--- src/rtl/nn_fixed_pkg.sv ---
// Fixed-point constants, lane packing helpers and shared types for the
// bias/ReLU output stage of the neural-network datapath.
package nn_fixed_pkg;

  localparam int LANES      = 8;
  localparam int ACC_W      = 32;
  localparam int BIAS_W     = 16;
  localparam int OUT_W      = 16;
  localparam int ACC_FRAC   = 16;
  localparam int BIAS_FRAC  = 8;
  localparam int OUT_FRAC   = 8;
  localparam int NUM_GROUPS = 16;
  localparam int ADDR_WIDTH = 4;
  localparam int LAST_LANES = 2;

  localparam int BIAS_SH = ACC_FRAC - BIAS_FRAC;
  localparam int RND_SH  = ACC_FRAC - OUT_FRAC;
  localparam int SUM_W   = ACC_W + 2;

  typedef logic [ADDR_WIDTH-1:0] grp_t;

  typedef struct packed {
    logic [LANES-1:0] lane_mask;
    logic             last;
  } side_t;

  // Lane 0 occupies the most significant slice of every packed vector.
  function automatic logic [ACC_W-1:0] acc_slice(input logic [LANES*ACC_W-1:0] vec,
                                                 input int lane);
    return vec[ACC_W*(LANES-lane)-1 -: ACC_W];
  endfunction

  function automatic logic [BIAS_W-1:0] bias_slice(input logic [LANES*BIAS_W-1:0] vec,
                                                   input int lane);
    return vec[BIAS_W*(LANES-lane)-1 -: BIAS_W];
  endfunction

  function automatic logic [LANES-1:0] lane_mask_for(input logic is_last);
    logic [LANES-1:0] m;
    m = {LANES{1'b1}};
    if (is_last) begin
      m = {LANES{1'b0}};
      for (int i = 0; i < LAST_LANES; i++) begin
        m[i] = 1'b1;
      end
    end
    return m;
  endfunction

  function automatic grp_t next_grp(input grp_t g);
    return (g == grp_t'(NUM_GROUPS - 1)) ? grp_t'(0) : g + grp_t'(1);
  endfunction

endpackage

--- src/rtl/bias_relu_lane.sv ---
// One lane of the output stage: align bias, add, round half up, ReLU and
// saturate. Purely combinational; the parent registers the result.
module bias_relu_lane
  import nn_fixed_pkg::*;
(
  input  logic signed [ACC_W-1:0]  acc,
  input  logic signed [BIAS_W-1:0] bias,
  input  logic                     keep,
  output logic        [OUT_W-1:0]  act
);

  localparam logic signed [SUM_W-1:0] RND_HALF = SUM_W'(1) << (RND_SH - 1);
  localparam logic signed [SUM_W-1:0] SAT_HI   = SUM_W'((1 << (OUT_W - 1)) - 1);

  logic signed [SUM_W-1:0] bias_al_s;
  logic signed [SUM_W-1:0] sum_s;
  logic signed [SUM_W-1:0] rnd_s;

  // Two guard bits keep the sum exact for any accumulator/bias pair.
  assign bias_al_s = {{(SUM_W - BIAS_W){bias[BIAS_W-1]}}, bias} <<< BIAS_SH;
  assign sum_s     = {{(SUM_W - ACC_W){acc[ACC_W-1]}}, acc} + bias_al_s;
  assign rnd_s     = (sum_s + RND_HALF) >>> RND_SH;

  // ReLU clamps negatives to zero, positives clip at the signed output maximum.
  always_comb begin
    act = {OUT_W{1'b0}};
    if (!keep) begin
      act = {OUT_W{1'b0}};
    end else if (rnd_s[SUM_W-1]) begin
      act = {OUT_W{1'b0}};
    end else if (rnd_s > SAT_HI) begin
      act = SAT_HI[OUT_W-1:0];
    end else begin
      act = rnd_s[OUT_W-1:0];
    end
  end

endmodule

--- src/rtl/bias_relu_unit.sv ---
// Two-stage valid/ready pipeline: stage A captures accumulators while the bias
// ROM is read, stage B registers biased, rounded, ReLU'd activations.
module bias_relu_unit
  import nn_fixed_pkg::*;
(
  input  logic                      clk,
  input  logic                      rst_n,
  input  logic                      acc_valid,
  output logic                      acc_ready,
  input  logic [LANES*ACC_W-1:0]    acc_data,
  output logic [ADDR_WIDTH-1:0]     bias_addr,
  input  logic [LANES*BIAS_W-1:0]   bias_q,
  output logic                      out_valid,
  input  logic                      out_ready,
  output logic [LANES*OUT_W-1:0]    out_data,
  output logic [LANES-1:0]          out_lane_mask,
  output logic                      out_last
);

  localparam grp_t LAST_GRP = grp_t'(NUM_GROUPS - 1);

  grp_t                   in_grp_r;
  grp_t                   grp_a_r;
  logic                   a_valid_r;
  logic [LANES*ACC_W-1:0] acc_a_r;

  logic                   out_valid_r;
  logic [LANES*OUT_W-1:0] out_data_r;
  side_t                  side_r;

  logic                   a_adv_s;
  logic                   accept_s;
  logic                   last_a_s;
  logic [LANES-1:0]       mask_a_s;
  logic [LANES*OUT_W-1:0] act_s;

  assign a_adv_s   = a_valid_r & (~out_valid_r | out_ready);
  assign acc_ready = ~a_valid_r | a_adv_s;
  assign accept_s  = acc_valid & acc_ready;
  assign last_a_s  = (grp_a_r == LAST_GRP);
  assign mask_a_s  = lane_mask_for(last_a_s);

  // A stalled stage A keeps re-reading its own group so bias_q stays aligned.
  always_comb begin
    bias_addr = in_grp_r;
    if (a_valid_r && !a_adv_s) begin
      bias_addr = grp_a_r;
    end else begin
      bias_addr = in_grp_r;
    end
  end

  for (genvar i = 0; i < LANES; i++) begin : g_lane
    bias_relu_lane u_lane (
      .acc  (acc_slice(acc_a_r, i)),
      .bias (bias_slice(bias_q, i)),
      .keep (mask_a_s[i]),
      .act  (act_s[OUT_W*(LANES-i)-1 -: OUT_W])
    );
  end

  // Stage A capture register and group counter.
  always_ff @(posedge clk) begin
    if (!rst_n) begin
      in_grp_r  <= grp_t'(0);
      grp_a_r   <= grp_t'(0);
      a_valid_r <= 1'b0;
      acc_a_r   <= {(LANES*ACC_W){1'b0}};
    end else begin
      if (accept_s) begin
        acc_a_r   <= acc_data;
        grp_a_r   <= in_grp_r;
        a_valid_r <= 1'b1;
        in_grp_r  <= next_grp(in_grp_r);
      end else if (a_adv_s) begin
        a_valid_r <= 1'b0;
      end
    end
  end

  // Stage B output register; holds steady while the consumer stalls.
  always_ff @(posedge clk) begin
    if (!rst_n) begin
      out_valid_r <= 1'b0;
      out_data_r  <= {(LANES*OUT_W){1'b0}};
      side_r      <= '{lane_mask: {LANES{1'b0}}, last: 1'b0};
    end else begin
      if (a_adv_s) begin
        out_valid_r <= 1'b1;
        out_data_r  <= act_s;
        side_r      <= '{lane_mask: mask_a_s, last: last_a_s};
      end else if (out_ready) begin
        out_valid_r <= 1'b0;
      end
    end
  end

  assign out_valid     = out_valid_r;
  assign out_data      = out_data_r;
  assign out_lane_mask = side_r.lane_mask;
  assign out_last      = side_r.last;

endmodule

--- config.mk ---
export PLATFORM = sky130hd
export DESIGN_NAME = bias_relu_unit
export DESIGN_NICKNAME = d
export VERILOG_FILES = /design/src/rtl/nn_fixed_pkg.sv /design/src/rtl/bias_relu_lane.sv /design/src/rtl/bias_relu_unit.sv
export SDC_FILE = /design/constraint.sdc
export NUM_CORES = 1
export LEC_CHECK = 0
export ABC_AREA = 1
export BUFFER_PORTS_ARGS = -buffer_cell sky130_fd_sc_hd__buf_2
export CAP_MARGIN = 15
export CORE_MARGIN = 10
export CORE_UTILIZATION = 52
export DETAILED_ROUTE_END_ITERATION = 10
export GPL_TIMING_DRIVEN = 0
export MAX_ROUTING_LAYER = met4
export PLACE_DENSITY = 0.75
export SLEW_MARGIN = 10
export SYNTH_ARGS = -nofsm -noshare
export SYNTH_HDL_FRONTEND = slang
export SYNTH_HIERARCHICAL = 1
export SYNTH_SLANG_ARGS = --single-unit
--- constraint.sdc ---
create_clock -name clk -period 3.99 [get_ports clk]
set_clock_uncertainty 0.1 [all_clocks]
set_input_delay 0.1995 -clock clk [delete_from_list [all_inputs] [get_ports clk]]
set_output_delay 0.1995 -clock clk [all_outputs]
set_load 0.02 [all_outputs]
# After elaboration in Yosys (flattened, before gate mapping)
# Index checks and enable logic that the tools add are counted.
dict set report word_totals {
  reg_bits 403
  out_inout_bits 143
  word_cells 76
}
dict set report classes {
  addsub 17
  n_lt_le_gt_ge 8
  eq_ne 2
  mux 31
  n_bitwise 6
  reduce_logical 4
}
# operator n
set ops {}
lappend ops {{$mux W16} 24}
lappend ops {{$add A33 B9 Y34 const B} 8}
lappend ops {{$add A32 B24 Y33} 8}
lappend ops {{$gt A26 B16 Y1 const B} 8}
lappend ops {{$eq A4 B4 Y1 const B} 2}
lappend ops {{$mux W4} 2}
lappend ops {{$mux W8} 1}
lappend ops {{$add A4 B1 Y4 const B} 1}
lappend ops {{$mux W1} 4}
lappend ops {{$reduce_bool A2 Y1} 2}
lappend ops {{$and A1 B1 Y1} 2}
lappend ops {{$not A1 Y1} 2}
lappend ops {{$or A1 B1 Y1} 2}
lappend ops {{$logic_and A1 B1 Y1} 1}
lappend ops {{$logic_not A1 Y1} 1}

# Longest topological paths before layout
dict set report logic_depth {
  word_depth 6
  ltp_mapped 20
  depth_no_buf 19
}

# By module
# Netlist, hierarchy kept.
# module n_inst cells_per_inst area_each_um2
set by_module_without_submodules {}
lappend by_module_without_submodules {bias_relu_unit 1 1751 13795.7}
lappend by_module_without_submodules {{bias_relu_lane (g_lane[0].u_lane ...)} 6 404 2125.8}
lappend by_module_without_submodules {{bias_relu_lane (g_lane[3].u_lane)} 1 414 2140.8}
lappend by_module_without_submodules {{bias_relu_lane (g_lane[2].u_lane)} 1 401 2130.8}

# Worst setup path before layout
# No wires, ideal clock.
dict set report synth_path {
  kind {reg2reg}
  start {register acc_a_r[135]}
  end {register out_data_r[69], in the netlist out_data[69]}
  setup_time_ps 116
  t_arrival_ps 2089
  setup_slack_ps 1685
  path_stages_with_launch 19
  n_path_buf 1
  cell_sequence {dfxtp_1 fa_1 nand2_1 nand2_1 nand3_1 nand2_2 nand2_1 nand3_1 nand2_1 nand2_1 inv_1 nand2_1 nor2_2 nand3_2 nand2_4 buf_8 a21oi_2 o21ai_0 nor2_1}
}
dict set report synth_via {
  elab_chain_len 6
}
# element line
set synth_rtl {}
lappend synth_rtl {{start: declaration} bias_relu_unit.sv:25} ;# logic [LANES*ACC_W-1:0] acc_a_r;
lappend synth_rtl {{start signal: assignment} bias_relu_unit.sv:68} ;# acc_a_r <= {(LANES*ACC_W){1'b0}};
lappend synth_rtl {{start signal: assignment} bias_relu_unit.sv:71} ;# acc_a_r <= acc_data;
lappend synth_rtl {{$add A32 B24 Y33 (*)} bias_relu_lane.sv:21} ;# assign sum_s = {{(SUM_W - ACC_W){acc[ACC_W-1]}}, acc} + bias_al_s;
lappend synth_rtl {{$add A33 B9 Y34 (*)} bias_relu_lane.sv:22} ;# assign rnd_s = (sum_s + RND_HALF) >>> RND_SH;
lappend synth_rtl {{$gt A26 B16 Y1} bias_relu_lane.sv:31} ;# end else if (rnd_s > SAT_HI) begin
lappend synth_rtl {{$mux W16} bias_relu_lane.sv:31}
lappend synth_rtl {{$mux W16 (*)} bias_relu_lane.sv:29} ;# end else if (rnd_s[SUM_W-1]) begin
lappend synth_rtl {{$mux W16 (*)} bias_relu_lane.sv:27} ;# if (!keep) begin
lappend synth_rtl {{named net act_s[69]} bias_relu_unit.sv:35} ;# logic [LANES*OUT_W-1:0] act_s;
lappend synth_rtl {{end signal: assignment} bias_relu_unit.sv:85} ;# out_data_r <= {(LANES*OUT_W){1'b0}};
lappend synth_rtl {{end signal: assignment} bias_relu_unit.sv:90} ;# out_data_r <= act_s;
lappend synth_rtl {{end: declaration} bias_relu_unit.sv:28} ;# logic [LANES*OUT_W-1:0] out_data_r;
# Mark *: on every way through the listed nets, which the timed path passes. The rest lies on a longest branch.
# A chain may end at the register's enable or synchronous reset.

# Worst setup path in the final report
dict set report layout_path {
  start {register acc_a_r[27]}
  end {register out_data_r[8], in the netlist out_data[8]}
}
# Same word-level chain as after synthesis.

==> impl_metrics.tcl <==
set metrics [dict create \
    multiInputGateArea_um2 18800 \
    peakVddDrop_uv 366 \
    holdPathStages 6 \
    syn_avg_cell_area_um2 6.08 \
    io_buffers 473 \
    dp_cells 5989 \
    crit_start "acc_a_r[27]$_SDFFE_PN0P_" \
    cts.repair.resized 0 \
    rows 86 \
    grtUsageTotal 0.313 \
    finalWorstSetupSlack_ns 0.926 \
    fin_tns_setup_ns 0 \
    finalMaxSlewViolations 0 \
    core_um2 55200 \
    endpoint "out_data[8]$_SDFFE_PN0P_" \
    start_util 0.525 \
    cts-htree-levels 2 \
    antenna_found_initial 26 \
    tightest_slew_ns 1.05 \
    area_growth_pct 23.3 \
    globalplace.congestion 1.01 \
    hold_violations 0 \
    start_kind "register" \
    cts_max_path_buffers 3 \
    crit_fanout 10 \
    fin_cells 6291 \
    drv_cap 0 \
    grt_max_degree 14 \
    cts_buffers 41 \
    whs_ns 0.141 \
    r2r_start "acc_a_r[27]$_SDFFE_PN0P_" \
    period_needed_ns 3.06 \
    ys_warn_count 6 \
    wire_per_inst_um 16.6 \
    initialDrtViolationCount 1978 \
    cts.clk_slew.worst_paths_ns 0.06 \
    rrSetupSlack_ns 0.93 \
    hpwl_um 83800 \
    power_leakage_nw 19.1 \
    drtAntennaViolNets 0 \
    hold_class "in2reg" \
    ios 531 \
    clock.fmax_mhz 326 \
    grt_overflow 0 \
    grt_pass1_wl_um 162000 \
    syn_inst 4766 \
    reg2reg_to "out_data[8]$_SDFFE_PN0P_" \
    die_w_um 256 \
    r2r.worst_path.cells 17 \
    power_mw 12.2 \
    drt_wl_total_um 105000 \
    fin_nets 6075 \
    status "completed" \
    cts_tree "yes" \
    setup_violations 0 \
    max_slew_margin 0.296 \
    fillCellCount 5227 \
    end_kind "register" \
    drive_gt1_frac 0.176 \
    worstPathRequired_ns 4.34 \
    placed_area_um2 32300 \
    rsz0062_at_grt "false" \
    period_share 0.768 \
    drt-pass1-iter-count 5 \
    remaining_drc_errors 0 \
    dp_worst_setup_slack_ns 1.02 \
    powerDensity_nw_per_um2 341 \
    clock_latency_ns 0.57 \
    cts_setup_buffers 0 \
    cts_num_sinks 341 \
    stdcell_area_um2 35800 \
    routed-via-count 32174 \
    worstPathArrival_ns 3.41 \
    dieArea_um2 65600 \
    fp.dieH_um 256 \
    seqCellArea_um2 6830 \
    final_util 0.648 \
    min_from "bias_q[48]" \
    vias_per_cell 5.11 \
    clockRootBuffer "clkbuf_16" \
    grt_pass1_vias 30255 \
    worstSetupPathType "reg2reg" \
    synth_area_um2 29000 \
]
-- worst max-delay path, stage by stage, from the launching register on --
cell	delay (ns)
dfxtp_1	0.39
ha_1	0.42
nand2_1	0.12
nor2_1	0.25
nand2_1	0.12
nor2_1	0.11
nand2_1	0.07
nand4_1	0.11
nand2_1	0.05
inv_1	0.04
nand2_1	0.06
nor2_2	0.11
nand3_2	0.11
nand2_4	0.13
buf_12	0.15
a21oi_2	0.05
o21ai_0	0.46
nor2_1	0.07
-- state kept, by name (all words and copies together), names as in the netlist --
signal,count
grp_a_r,4
out_last,1
out_lane_mask,2
out_valid,1
acc_a_r,200
out_data,128
in_grp_r,4
a_valid_r,1
-- final cells by class --
class / instances / area share
clock buffers: 55 / 0.0333
plain buffers: 159 / 0.0291
clock inverters: 18 / 0.00420
multi-input cells: 3636 / 0.525
repair buffers: 676 / 0.123
diodes: 27 / 0.00189
inverters: 631 / 0.0662
well taps: 748 / 0.0262
flip-flops and latches: 341 / 0.191
-- report_power, final --
group	switching (mW)	total, mW	internal [mW]
logic	2.85	4.57	1.72
clock network	1.61	3.78	2.18
registers	0.182	3.85	3.67
-- what timing repair did --
action                                  CTS  global route
hold buffers                            202             0
endpoints found under the setup margin    0             0
endpoints found under the hold margin   205             0
-- how the worst min path moves through the flow --
stage and to:
6_report out_data[48]$_SDFFE_PN0P_, 5_1_grt out_data[122]$_SDFFE_PN0P_, 4_1_cts out_data[32]$_SDFFE_PN0P_, 3_5_place_dp acc_a_r[208]$_SDFFE_PN0P_, 3_3_place_gp acc_a_r[137]$_SDFFE_PN0P_, 2_1_floorplan acc_a_r[187]$_SDFFE_PN0P_
-- per-layer routing --
metal / track usage / vias up / part of all wire
met5: - / - / 0
li1: - / 16362 / -
met2: 0.512 / 1090 / 0.46
met4: 0.128 / 0 / 0.042
met1: 0.377 / 14474 / 0.43
met3: 0.0505 / 248 / 0.067
-- layout by cell type (no fill, tap or decap), types with 6 or more instances in the layout --
cell              n
buf_6            26
inv_1           605
or2_0             6
nand4_1          50
inv_2            26
dfxtp_1         341
o21ai_0         296
buf_4            17
dlygate4sd3_1   202
nand2_2          82
a21oi_1         181
o211ai_1          6
nor3_2           10
xnor2_1          72
ha_1            193
nand2_4          10
and2_1           27
a31oi_1          18
nand3b_1         16
clkbuf_16        43
inv_6             6
clkbuf_1         65
a21oi_2          81
nor2_4           24
o21ai_1          45
conb_1           10
clkinv_2          6
buf_12            7
nor2_2           45
nand2_1        1280
xor2_1           49
buf_2           520
nor2_1          891
xor2_2            8
nand3_1         159
nand3_2          45
clkbuf_8          7
o21bai_1         17
diode_2          27
fa_1              8
Note: power is estimated with default switching activity, not from simulation.
